File: config.mk
export PLATFORM = sky130hd
export DESIGN_NAME = com_event_logger
export DESIGN_NICKNAME = d
export VERILOG_FILES = /design/src/rtl/com_event_logger.sv
export SDC_FILE = /design/constraint.sdc
export NUM_CORES = 1
export LEC_CHECK = 0
export ABC_CLOCK_PERIOD_IN_PS = 5200
export CAP_MARGIN = 20
export CORE_ASPECT_RATIO = 1.25
export CORE_UTILIZATION = 45
export CTS_CLUSTER_SIZE = 30
export DETAILED_ROUTE_END_ITERATION = 6
export GPL_TIMING_DRIVEN = 0
export PLACE_DENSITY = 0.62
export SYNTH_ARGS = -nofsm -noshare
export SYNTH_HDL_FRONTEND = slang
export SYNTH_SLANG_ARGS = --single-unit
File: constraint.sdc
create_clock -name clk -period 5.2 [get_ports clk]
set_clock_uncertainty 0.15 [all_clocks]
set_input_delay 1.04 -clock clk [delete_from_list [all_inputs] [get_ports clk]]
set_output_delay 1.04 -clock clk [all_outputs]
set_load 0.01 [all_outputs]
File: src/rtl/com_event_logger.sv
// Change-of-state logger for the filtered active-low command vector: time-tagged
// records in a small FIFO with overflow flag and resync record. Timestamp gated by COM_EVENT_TS_EN.
`default_nettype none

module com_event_logger #(
   parameter int NUM_SIGNALS = 16,
   parameter int DEPTH_LOG2  = 3,
   parameter int TS_WIDTH    = 16
`ifdef COM_EVENT_TS_EN
   , localparam int REC_W    = TS_WIDTH + NUM_SIGNALS
`else
   , localparam int REC_W    = NUM_SIGNALS
`endif
) (
   input  logic                   clk,
   input  logic                   sclr_n,
   input  logic [NUM_SIGNALS-1:0] com_in,
   input  logic                   tick,
   input  logic                   rd_req,
   output logic [REC_W-1:0]       rd_data,
   output logic                   rd_valid,
   output logic                   empty,
   output logic                   full,
   output logic [DEPTH_LOG2:0]    level,
   output logic                   overflow,
   input  logic                   ovf_clr
);

   localparam int DEPTH = 2 ** DEPTH_LOG2;
   localparam logic [DEPTH_LOG2:0] LVL_FULL = (DEPTH_LOG2 + 1)'(DEPTH);

   logic [REC_W-1:0]       mem [DEPTH];
   logic [DEPTH_LOG2-1:0]  wptr;
   logic [DEPTH_LOG2-1:0]  rptr;
   logic [NUM_SIGNALS-1:0] prev;
   logic                   resync;
   logic [REC_W-1:0]       rec;

   logic pop;
   logic full_eff;
   logic changed;
   logic push_req;
   logic push;
   logic drop;

`ifdef COM_EVENT_TS_EN
   logic [TS_WIDTH-1:0] ts;

   always_ff @(posedge clk) begin
      if (!sclr_n)
         ts <= '0;
      else if (tick)
         ts <= ts + 1'b1;
   end

   assign rec = {ts, com_in};
`else
   logic                unused_tick;
   logic [TS_WIDTH-1:0] unused_ts_w;

   assign unused_tick = tick;
   assign unused_ts_w = '0;
   assign rec         = com_in;
`endif

   assign empty    = (level == '0);
   assign full     = (level == LVL_FULL);
   assign pop      = rd_req & ~empty;
   assign full_eff = full & ~pop;
   assign changed  = (com_in != prev);
   assign push_req = changed | (resync & ~full_eff);
   assign push     = push_req & ~full_eff;
   // Only a real change can be dropped; the resync term is already masked by full_eff.
   assign drop     = push_req & full_eff;

   always_ff @(posedge clk) begin
      if (!sclr_n) begin
         prev     <= '1;
         resync   <= 1'b0;
         overflow <= 1'b0;
         wptr     <= '0;
         rptr     <= '0;
         level    <= '0;
         rd_valid <= 1'b0;
         rd_data  <= '0;
      end else begin
         prev     <= com_in;
         rd_valid <= pop;
         if (pop) begin
            rd_data <= mem[rptr];
            rptr    <= rptr + 1'b1;
         end
         if (push)
            wptr <= wptr + 1'b1;
         if (drop)
            resync <= 1'b1;
         else if (push)
            resync <= 1'b0;
         if (drop)
            overflow <= 1'b1;
         else if (ovf_clr)
            overflow <= 1'b0;
         case ({push, pop})
            2'b10:   level <= level + 1'b1;
            2'b01:   level <= level - 1'b1;
            default: level <= level;
         endcase
      end
   end

   // Storage needs no reset; pointers and level define which entries are live.
   always_ff @(posedge clk) begin
      if (push)
         mem[wptr] <= rec;
   end

endmodule

`default_nettype wire

==> results of run 1 <==
==> cells in the mapped netlist, types with 2 or more instances <==
cell	number
clkbuf_1	7
xor2_1	4
dfxtp_1	45
buf_4	4
nand2b_1	16
a31oi_1	2
or3_1	2
and2_1	3
buf_2	9
nand4_1	6
a21oi_1	5
mux4_2	32
ha_1	5
xnor2_1	17
o211ai_1	2
edfxtp_1	128
nor2b_1	2
o21ai_0	2
nand2_1	3
mux2i_1	18
a211oi_1	17
o21a_1	3
nor4bb_1	3
nor3_1	2
nand3b_1	2
nor2_1	22
inv_1	3
and3_1	2
and4b_1	4
==> layer usage <==
layer,vias to the layer above,track usage
met4,0,0.0633
met2,92,0.312
met1,1800,0.260
li1,1624,-
met3,9,0.0351
met5,-,0
==> power groups by stage <==
stage / sequential [W] / clock (W) / combinational [W]
4_1_cts: 0.00166 / 0.00121 / 0.000783
5_1_grt: 0.00167 / 0.00127 / 0.000833
6_report: 0.00166 / 0.00119 / 0.000771
2_1_floorplan: 0.00170 / 0 / 0.000466
3_3_place_gp: 0.00168 / 0 / 0.000764
3_5_place_dp: 0.00169 / 0 / 0.000778
==> path summary, 6_finish.rpt <==
check | end | slack, ns | cells after the start
setup / recovery | level[2] | 1.10 | 13
hold / removal | rd_data[7] | 0.35 | 2
hold reg to reg | rd_data[7] | 0.35 | 2
setup reg to reg | level[2] | 2.07 | 12
==> logic make-up (layout without fill, tap and decap cells) <==
logic type	Yosys count	after routing	synth area share
AOI/OAI and AO/OA	33	33	0.0339
muxes	50	50	0.134
adders and majority gates	5	5	0.00933
DFF	173	173	0.707
and+or+nand+nor	75	75	0.0698
buffers and inverters	25	102	0.0179
xor gates and xnor gates	21	21	0.0274
==> worst max-delay path, delay by kind of cell <==
family | cells | cell delay (ns)
AO/OA/AOI/OAI | 3 | 0.51
AND/OR/NAND/NOR | 3 | 1.11
buffers and inverters | 2 | 0.69
XOR/XNOR | 3 | 0.50
adder cells (fa/ha/maj) | 2 | 0.43
==> state kept, by name (all words and copies together), names as in the netlist <==
signal,count
mem,128
prev,16
rd_data,16
level,4
rptr,3
wptr,3
overflow,1
rd_valid,1
resync,1
==> per-stage QoR <==
| step | std cells | utilization |
|---|---|---|
| 2_1_floorplan | 382 | - |
| 3_3_place_gp | 603 | 0.509 |
| 3_5_place_dp | 604 | 0.511 |
| 4_1_cts | 636 | 0.549 |
| 5_1_grt | 637 | 0.551 |
| 6_report | 637 | 0.551 |
==> area by class of cell <==
cell class,count,area share
well taps,178,0.0280
flip-flops and latches,173,0.596
inverters,4,0.00189
multi-input cells,184,0.233
clock buffers,20,0.0561
plain buffers,21,0.0132
repair buffers,45,0.0578
clock inverters,12,0.0141
==> out/metrics.cfg, run 1 <==
[run_status]
status=finished, violations left
violations=design-rule violations

[timing]
setup_viol=0
fin_setup_tns_ns=0
period_needed_ns=4.10
slew_violations=0
max_freq_mhz=244
finalHoldViolCount=0
rsz0062_at_grt=no
finalCritPeriodShare=0.789
whs_ns=0.351
setup_ws_ns=1.10
slew_headroom=0.252
tightest_slew_ns=1.12

[finish]
ff_latch_area_um2=4740
layout_commonest_cell=edfxtp_1
final_cell_mix=128 x edfxtp_1, 45 x dfxtp_1, 43 x clkdlybuf4s50_1
fill_cells=1151
syn2layout_area_growth_pct=18.7
drive_above_1_share=0.174
final_area_um2=7970
antenna_cells=0
multi_input_area_um2=1860
final_net_count=472

[routing]
route.met3.wl_um=599
routed_wl_mm=13.8
first_iter_violations=239
wl_per_cell_um=21.7
drc_errors=8
wl_met1_mm=6.22
routed-wl-met2_mm=6.88
routed.top_layer=met4
ant_nets=0
vias=3525
viasPerCell=5.53
drtPass1Iterations=6

[logic_synthesis]
seq_area_frac_synth=0.707
synth-seq-cells=173
yosysTopAreaCellShare=0.573
synth_cells=382
avgSynthCellArea_um2=17.6
ys_types=41
async_flop_share=0
yosys.area.top_type=edfxtp_1
synth_area_leaders=edfxtp_1 57%, dfxtp_1 13%, mux4_2 11%
yosysWarnings=0
synth_edf_count=128
synthFlopType=edfxtp_1
netlist_area_um2=6710
syn-num-nets=408

[critical_path]
critPathSlowestCell=clkdlybuf4s50_1
required_ns=5.39
slowest_delay_ns=0.57
critical_path_peak_fanout=10
critPathLaunchType=input port
cp.arrival_ns=4.29
startpoint=com_in[11]
cp_cell_sequence=clkdlybuf4s50_1, xnor2_1, nand4_1, nor4_4, a21oi_2, inv_1, ha_1, xor2_1, ha_1, a21oi_1, xor2_1, or3_1, a21oi_1
criticalPathCategory=input port to flip-flop
endpoint_kind=flip-flop
r2r-start=prev[11]

[cts]
clockBufferDepth=2
cts_hold_buf=0
cts_sinks=173
htree_levels=4
clk_pin_slew_ns=0.06
cts_tree=built
cts-resized-gates=0
root_buffer=clkbuf_16
clkLatencyLatePin_ns=0.41
post_cts_buffers=0
cts_buffers=17

[pwr]
power.leakage_nw=2.60
clock_power_share=0.329
p_per_area_nw_per_um2=454
power_frac_comb=0.213
switching_share=0.263
p_seq_frac=0.458
switchingPower_w=0.000953
p_int_w=0.00267
totalPowerFinal_w=0.00362
vdd_drop_max_mv=0.211

[hold_path]
hold_start=rd_data[7]
hold_class=flip-flop to flip-flop

[placement]
placed_cell_area_um2=7390
io_buffers=43
gp_congestion=0.722
dpl.hpwl_mm=8.37
place_ws_ns=0.673

[die]
fp.dieH_um=139
start_util=0.464
num_rows=49
pin_count=45
placeableCoreArea_um2=14500
die_w_um=111
dieArea_um2=15400

[global_routing]
grt_pass1_wl_mm=21.3
antenna_found_initial=0
grt_max_degree=17
grt_pass1_vias=3646
overflow=0
grt_usage=0.191

[flow_run]
drv_cap=0

(Power assumes the default switching activity.)
==> run 2, diff against run 1 <==
--- a/config.mk
+++ b/config.mk
@@ -5,7 +5,7 @@
 export SDC_FILE = /design/constraint.sdc
 export NUM_CORES = 1
 export LEC_CHECK = 0
-export ABC_CLOCK_PERIOD_IN_PS = 5200
+export ABC_CLOCK_PERIOD_IN_PS = 3890
 export CAP_MARGIN = 20
 export CORE_ASPECT_RATIO = 1.25
 export CORE_UTILIZATION = 45
==> constraint.sdc (replaced) <==
create_clock -name clk -period 3.89 [get_ports clk]
set_clock_uncertainty 0.15 [all_clocks]
set_input_delay 0.778 -clock clk [delete_from_list [all_inputs] [get_ports clk]]
set_output_delay 0.778 -clock clk [all_outputs]
set_load 0.01 [all_outputs]
==> run 2 against run 1 <==
- hold slack improved by 0.0022 ns
- clock-buffer cell count did not move
- register-to-register slack got worse by 1.1 ns
- the flow still finishes with violations (design-rule violations)
- clock power rose by 34%
- sequential power rose by 33%
- highest routed layer unchanged
- first-iteration DRC count rose by 8.4%
- combinational power rose by 34%
- largest cell class unchanged
==> out/metrics.cfg, run 2 (synthesis results as in run 1) <==
[timing]
period_needed_ns=3.63
whs_ns=0.353  ; +0.00217 ns
setup_viol=0  ; unchanged
finalCritPeriodShare=0.934
fin_setup_tns_ns=0  ; unchanged
max_freq_mhz=275
setup_ws_ns=0.255  ; -0.843 ns
slew_violations=0  ; unchanged
finalHoldViolCount=0  ; unchanged
slew_headroom=0.284  ; +0.0312
tightest_slew_ns=1.07  ; -0.0459 ns

[finish]
final_cell_mix=128 x edfxtp_1, 45 x dfxtp_1, 43 x clkdlybuf4s50_1
postLayoutCoreUtil=0.552  ; +0.00104
fill_cells=1151  ; unchanged
largest_reg_flops=128  ; unchanged
antenna_cells=0  ; unchanged
final_net_count=474  ; +0.42%
regMostFlops=mem
top_regs=mem: 128 flops, prev: 16 flops, rd_data: 16 flops
syn2layout_area_growth_pct=19.0
fin_cells=639  ; +0.31%
multi_input_area_um2=1860  ; unchanged
drive_above_1_share=0.178  ; +0.00358
layout_commonest_cell=edfxtp_1
ff_latch_area_um2=4740  ; unchanged

[cts]
clkLatencyLatePin_ns=0.42  ; about the same
clk_pin_slew_ns=0.06  ; about the same
cts_hold_buf=0  ; unchanged
cts_sinks=173  ; unchanged
root_buffer=clkbuf_16
cts_tree=built
clockBufferDepth=2  ; unchanged
cts_buffers=17  ; unchanged
post_cts_buffers=0  ; unchanged
cts-resized-gates=0  ; unchanged
htree_levels=4  ; unchanged

[die]
die_w_um=111  ; unchanged
placeableCoreArea_um2=14500  ; unchanged
fp.dieH_um=139  ; unchanged
pin_count=45  ; unchanged
num_rows=49  ; unchanged
start_util=0.464  ; unchanged
dieArea_um2=15400  ; unchanged

[placement]
dpl.cell_count=604  ; unchanged
place_ws_ns=-0.375  ; -1.05 ns
dpl.hpwl_mm=8.37  ; unchanged
gp_congestion=0.722  ; unchanged
io_buffers=43  ; unchanged

[critical_path]
r2r-start=level[0]
critPathSlowestCell=clkdlybuf4s50_1
cp.arrival_ns=3.83  ; -0.46 ns
cp_cell_sequence=clkdlybuf4s50_1, xnor2_1, nand4_1, nor4_4, buf_4, a21oi_2, inv_1, ha_1, xor2_1, ha_1, a21oi_1, xor2_1, or3_1, a21oi_1
critPathLaunchType=input port
criticalPathCategory=input port to flip-flop
slowest_delay_ns=0.74  ; +0.17 ns
required_ns=4.08  ; -1.31 ns
startpoint=com_in[1]
critical_path_peak_fanout=10  ; unchanged
endpoint_kind=flip-flop

[routing]
routed_wl_mm=13.8  ; about the same
wl_per_cell_um=21.6  ; -0.33%
viasPerCell=5.51  ; -0.51%
ant_nets=0  ; unchanged
drtPass1Iterations=6  ; unchanged
drc_errors=8  ; unchanged
vias=3518  ; -0.20%
first_iter_violations=259  ; +8.4%

[pwr]
p_per_area_nw_per_um2=606  ; +33%
power.leakage_nw=2.61  ; +0.42%
vdd_drop_max_mv=0.283  ; +34%

[global_routing]
grt_pass1_wl_mm=21.3  ; unchanged
grt_usage=0.191  ; unchanged
antenna_found_initial=0  ; unchanged
grt_max_degree=17  ; unchanged
grt_pass1_vias=3646  ; unchanged
overflow=0  ; unchanged

[hold_path]
hold_start=rd_data[0]
hold_class=flip-flop to flip-flop

[flow_run]
drv_cap=0  ; unchanged

[run_status]
status=finished, violations left
violations=design-rule violations

## run 2: cell count changes in the layout (fill, tap and decap cells not counted), sizes merged
cell	delta
buf	+2
## run 2: worst max-delay path: cells and delay by family
kind                       cells  cell delay, ns
xor gates and xnor gates       3            0.38
and+or+nand+nor                3            0.79
AOI/OAI and AO/OA              3            0.41
adders and majority gates      2            0.43
buffers and inverters          3            1.04
## run 2: cell type report
type                            count  share of cell area
Clock buffer                       20              0.0560
Sequential cell                   173               0.595
Buffer                             21              0.0132
Multi-Input combinational cell    184               0.233
Inverter                            4             0.00188
Clock inverter                     12              0.0141
Timing Repair Buffer               47              0.0596
Tap cell                          178              0.0279
## run 2: final timing paths
check / endpoint / slack (ns) / depth (start not counted)
hold reg to reg: rd_data[0] / 0.35 / 2
hold / removal: rd_data[0] / 0.35 / 2
setup reg to reg: level[2] / 0.98 / 12
setup / recovery: level[2] / 0.26 / 14
## run 2: per-stage QoR
step / cell area, um2 / total power, W
floorplan: 6710 / 0.00289
global placement: 7360 / 0.00327
detailed placement: 7390 / 0.00329
CTS: 7950 / 0.00488
global route: 7980 / 0.00503
finish: 7980 / 0.00484
## run 2: routing by layer
layer  vias to the layer above  share of wire  track usage
li1                       1626              -            -
met4                         0          0.013       0.0633
met2                        80           0.50        0.312
met1                      1798           0.46        0.260
met3                        14          0.036       0.0351
met5                         -              0            0
## run 2: where the power goes
part	internal [W]	leakage (nW)	total [W]	switching (W)
Sequential	0.00214	1.55	0.00221	0.0000755
Clock	0.000903	0.261	0.00159	0.000691
Combinational	0.000522	0.798	0.00103	0.000508
Total	0.00356	2.61	0.00484	0.00127
==> run 3, diff against run 2 <==
--- a/config.mk
+++ b/config.mk
@@ -13,6 +13,7 @@
 export DETAILED_ROUTE_END_ITERATION = 6
 export GPL_TIMING_DRIVEN = 0
 export PLACE_DENSITY = 0.62
+export SETUP_SLACK_MARGIN = 0.1
 export SYNTH_ARGS = -nofsm -noshare
 export SYNTH_HDL_FRONTEND = slang
 export SYNTH_SLANG_ARGS = --single-unit
==> run 3 against run 2 <==
- the flow still finishes with violations (design-rule violations)
- die area stayed put
- global-route usage stayed put
- register-to-register slack better by 0.02 ns
- first-iteration DRC count is 17% lower
- critical endpoint unchanged
- largest power group unchanged
==> out/metrics.cfg, run 3 (synthesis results as in run 1) <==
[finish]
layout_commonest_cell=edfxtp_1
final_net_count=473  ; -0.21%
regMostFlops=mem
syn2layout_area_growth_pct=19.5
final_cell_mix=128 x edfxtp_1, 45 x dfxtp_1, 32 x mux4_2
postLayoutCoreUtil=0.554  ; +0.00260
ff_latch_area_um2=4740  ; unchanged
largest_reg_flops=128  ; unchanged
multi_input_area_um2=1870  ; +0.81%
top_regs=mem: 128 flops, prev: 16 flops, rd_data: 16 flops
final_area_um2=8020  ; +0.47%
drive_above_1_share=0.180  ; +0.00256
antenna_cells=0  ; unchanged
fill_cells=1139  ; -1.0%

[cts]
htree_levels=4  ; unchanged
clk_pin_slew_ns=0.07  ; about the same
cts_tree=built
root_buffer=clkbuf_16
cts_sinks=173  ; unchanged
clockBufferDepth=2  ; unchanged
clkLatencyLatePin_ns=0.42  ; about the same
cts_buffers=17  ; unchanged

[timing]
finalCritPeriodShare=0.879  ; -0.0555
setup_viol=0  ; unchanged
max_freq_mhz=292  ; +6.3%
rsz0062_at_grt=no
slew_headroom=0.267  ; -0.0163
finalHoldViolCount=0  ; unchanged
period_needed_ns=3.42  ; -0.216 ns
slew_violations=0  ; unchanged
tightest_slew_ns=1.10  ; +0.0245 ns

[critical_path]
endpoint=level[2]
slowest_delay_ns=0.72  ; -0.02 ns
ff2ff_path_depth=12  ; unchanged
criticalPathCategory=input port to flip-flop
startpoint=com_in[1]
r2r-end=level[2]
cp.arrival_ns=3.61  ; -0.22 ns
ff2ff_setup_slack_ns=1.00  ; +0.02 ns
endpoint_kind=flip-flop
r2r-start=level[0]
cp_cell_sequence=clkdlybuf4s50_1, xnor2_1, nand4_1, nor4_4, a21oi_2, inv_1, ha_1, xor2_1, ha_1, a21oi_1, xor2_1, or3_1, a21oi_1
critical_path_peak_fanout=10  ; unchanged
required_ns=4.08  ; about the same
critPathLaunchType=input port
critPathSlowestCell=clkdlybuf4s50_1

[pwr]
p_per_area_nw_per_um2=604  ; -0.38%
power.leakage_nw=2.72  ; +4.5%
vdd_drop_max_mv=0.282  ; -0.12%

[routing]
drtPass1Iterations=7  ; +1
viasPerCell=5.55  ; +0.81%
wl_per_cell_um=21.6  ; -0.23%
routed_wl_mm=13.8  ; -0.39%
drc_errors=8  ; unchanged
ant_nets=0  ; unchanged
vias=3541  ; +0.65%
first_iter_violations=215  ; -17%

[die]
dieArea_um2=15400  ; unchanged
pin_count=45  ; unchanged
placeableCoreArea_um2=14500  ; unchanged
start_util=0.464  ; unchanged
fp.dieH_um=139  ; unchanged
num_rows=49  ; unchanged
die_w_um=111  ; unchanged

[run_status]
status=finished, violations left
violations=design-rule violations

[placement]
gp_congestion=0.722  ; unchanged
io_buffers=43  ; unchanged
placed_cell_area_um2=7390  ; unchanged
dpl.hpwl_mm=8.37  ; unchanged

[global_routing]
grt_pass1_wl_mm=21.3  ; about the same
grt_usage=0.191  ; unchanged
overflow=0  ; unchanged
grt_max_degree=17  ; unchanged
grt_pass1_vias=3654  ; +0.22%
antenna_found_initial=0  ; unchanged

[flow_run]
drv_cap=0  ; unchanged

[hold_path]
hold_class=flip-flop to flip-flop

run 3: cell count changes in the layout (fill, tap and decap cells not counted), sizes merged:
cell	previous run	this run
buf	18	17
clkdlybuf4s50	43	31
dlymetal6s2s	0	12
run 3: per-stage QoR:
step	hold slack (ns)	worst slack, ns	total power (W)	setup TNS, ns	instances
final	0.351	0.471	0.00484	0	638
after global routing	0.368	0.146	0.00503	0	638
after CTS	0.354	0.305	0.00488	0	637
after detailed placement	0.346	-0.375	0.00329	-0.708	604
after global placement	0.340	-2.31	0.00327	-37.46	603
after floorplan	0.370	0.342	0.00289	0	382
run 3: worst min path at each step:
| stage | cells after the start | endpoint | startpoint | slack (ns) |
|---|---|---|---|---|
| 2_1_floorplan | 2 | rd_data[5] | rd_data[5] | 0.37 |
| 3_3_place_gp | 2 | rd_data[12] | rd_data[12] | 0.34 |
| 3_5_place_dp | 2 | rd_data[0] | rd_data[0] | 0.35 |
| 4_1_cts | 2 | rd_data[0] | rd_data[0] | 0.35 |
| 5_1_grt | 2 | rd_data[14] | rd_data[14] | 0.37 |
| 6_report | 2 | rd_data[7] | rd_data[7] | 0.35 |
run 3: critical path, delay by kind of cell:
| family | cells | cell delay, ns |
|---|---|---|
| buf+inv | 2 | 0.83 |
| compound gates | 3 | 0.47 |
| fa+ha+maj | 2 | 0.43 |
| simple gates | 3 | 0.72 |
| xor+xnor | 3 | 0.38 |
run 3: final cells by class:
cell class                 instances  area share
multi-input combinational        184       0.234
inverter                           4     0.00187
clock inverter                    12      0.0140
tap                              178      0.0278
buffer                            21      0.0131
clock buffer                      20      0.0557
sequential                       173       0.592
timing repair buffer              46      0.0621
run 3: metal layers:
metal / share of wire / wire length (um) / GRT usage / up-vias
li1: - / - / - / 1632
met1: 0.45 / 6190 / 0.259 / 1809
met2: 0.50 / 6880 / 0.312 / 90
met3: 0.040 / 545 / 0.0351 / 10
met4: 0.011 / 153 / 0.0633 / 0
met5: 0 / 0 / 0 / -
run 3: what timing repair did:
| item | CTS | global route |
|---|---|---|
| hold buffers | 0 | 0 |
| pin swaps | 1 | 0 |
| buffers inserted | 1 | 0 |
| gates resized for setup | 0 | 14 |
| endpoints found under the setup margin | 1 | 1 |
| endpoints found under the hold margin | 0 | 0 |
run 3: power breakdown:
| group | internal (W) | total [W] | switching [W] | leakage, nW |
|---|---|---|---|---|
| Sequential | 0.00214 | 0.00221 | 0.0000756 | 1.55 |
| Combinational | 0.000522 | 0.00103 | 0.000511 | 0.915 |
| Clock | 0.000903 | 0.00160 | 0.000693 | 0.261 |
| Total | 0.00356 | 0.00484 | 0.00128 | 2.72 |
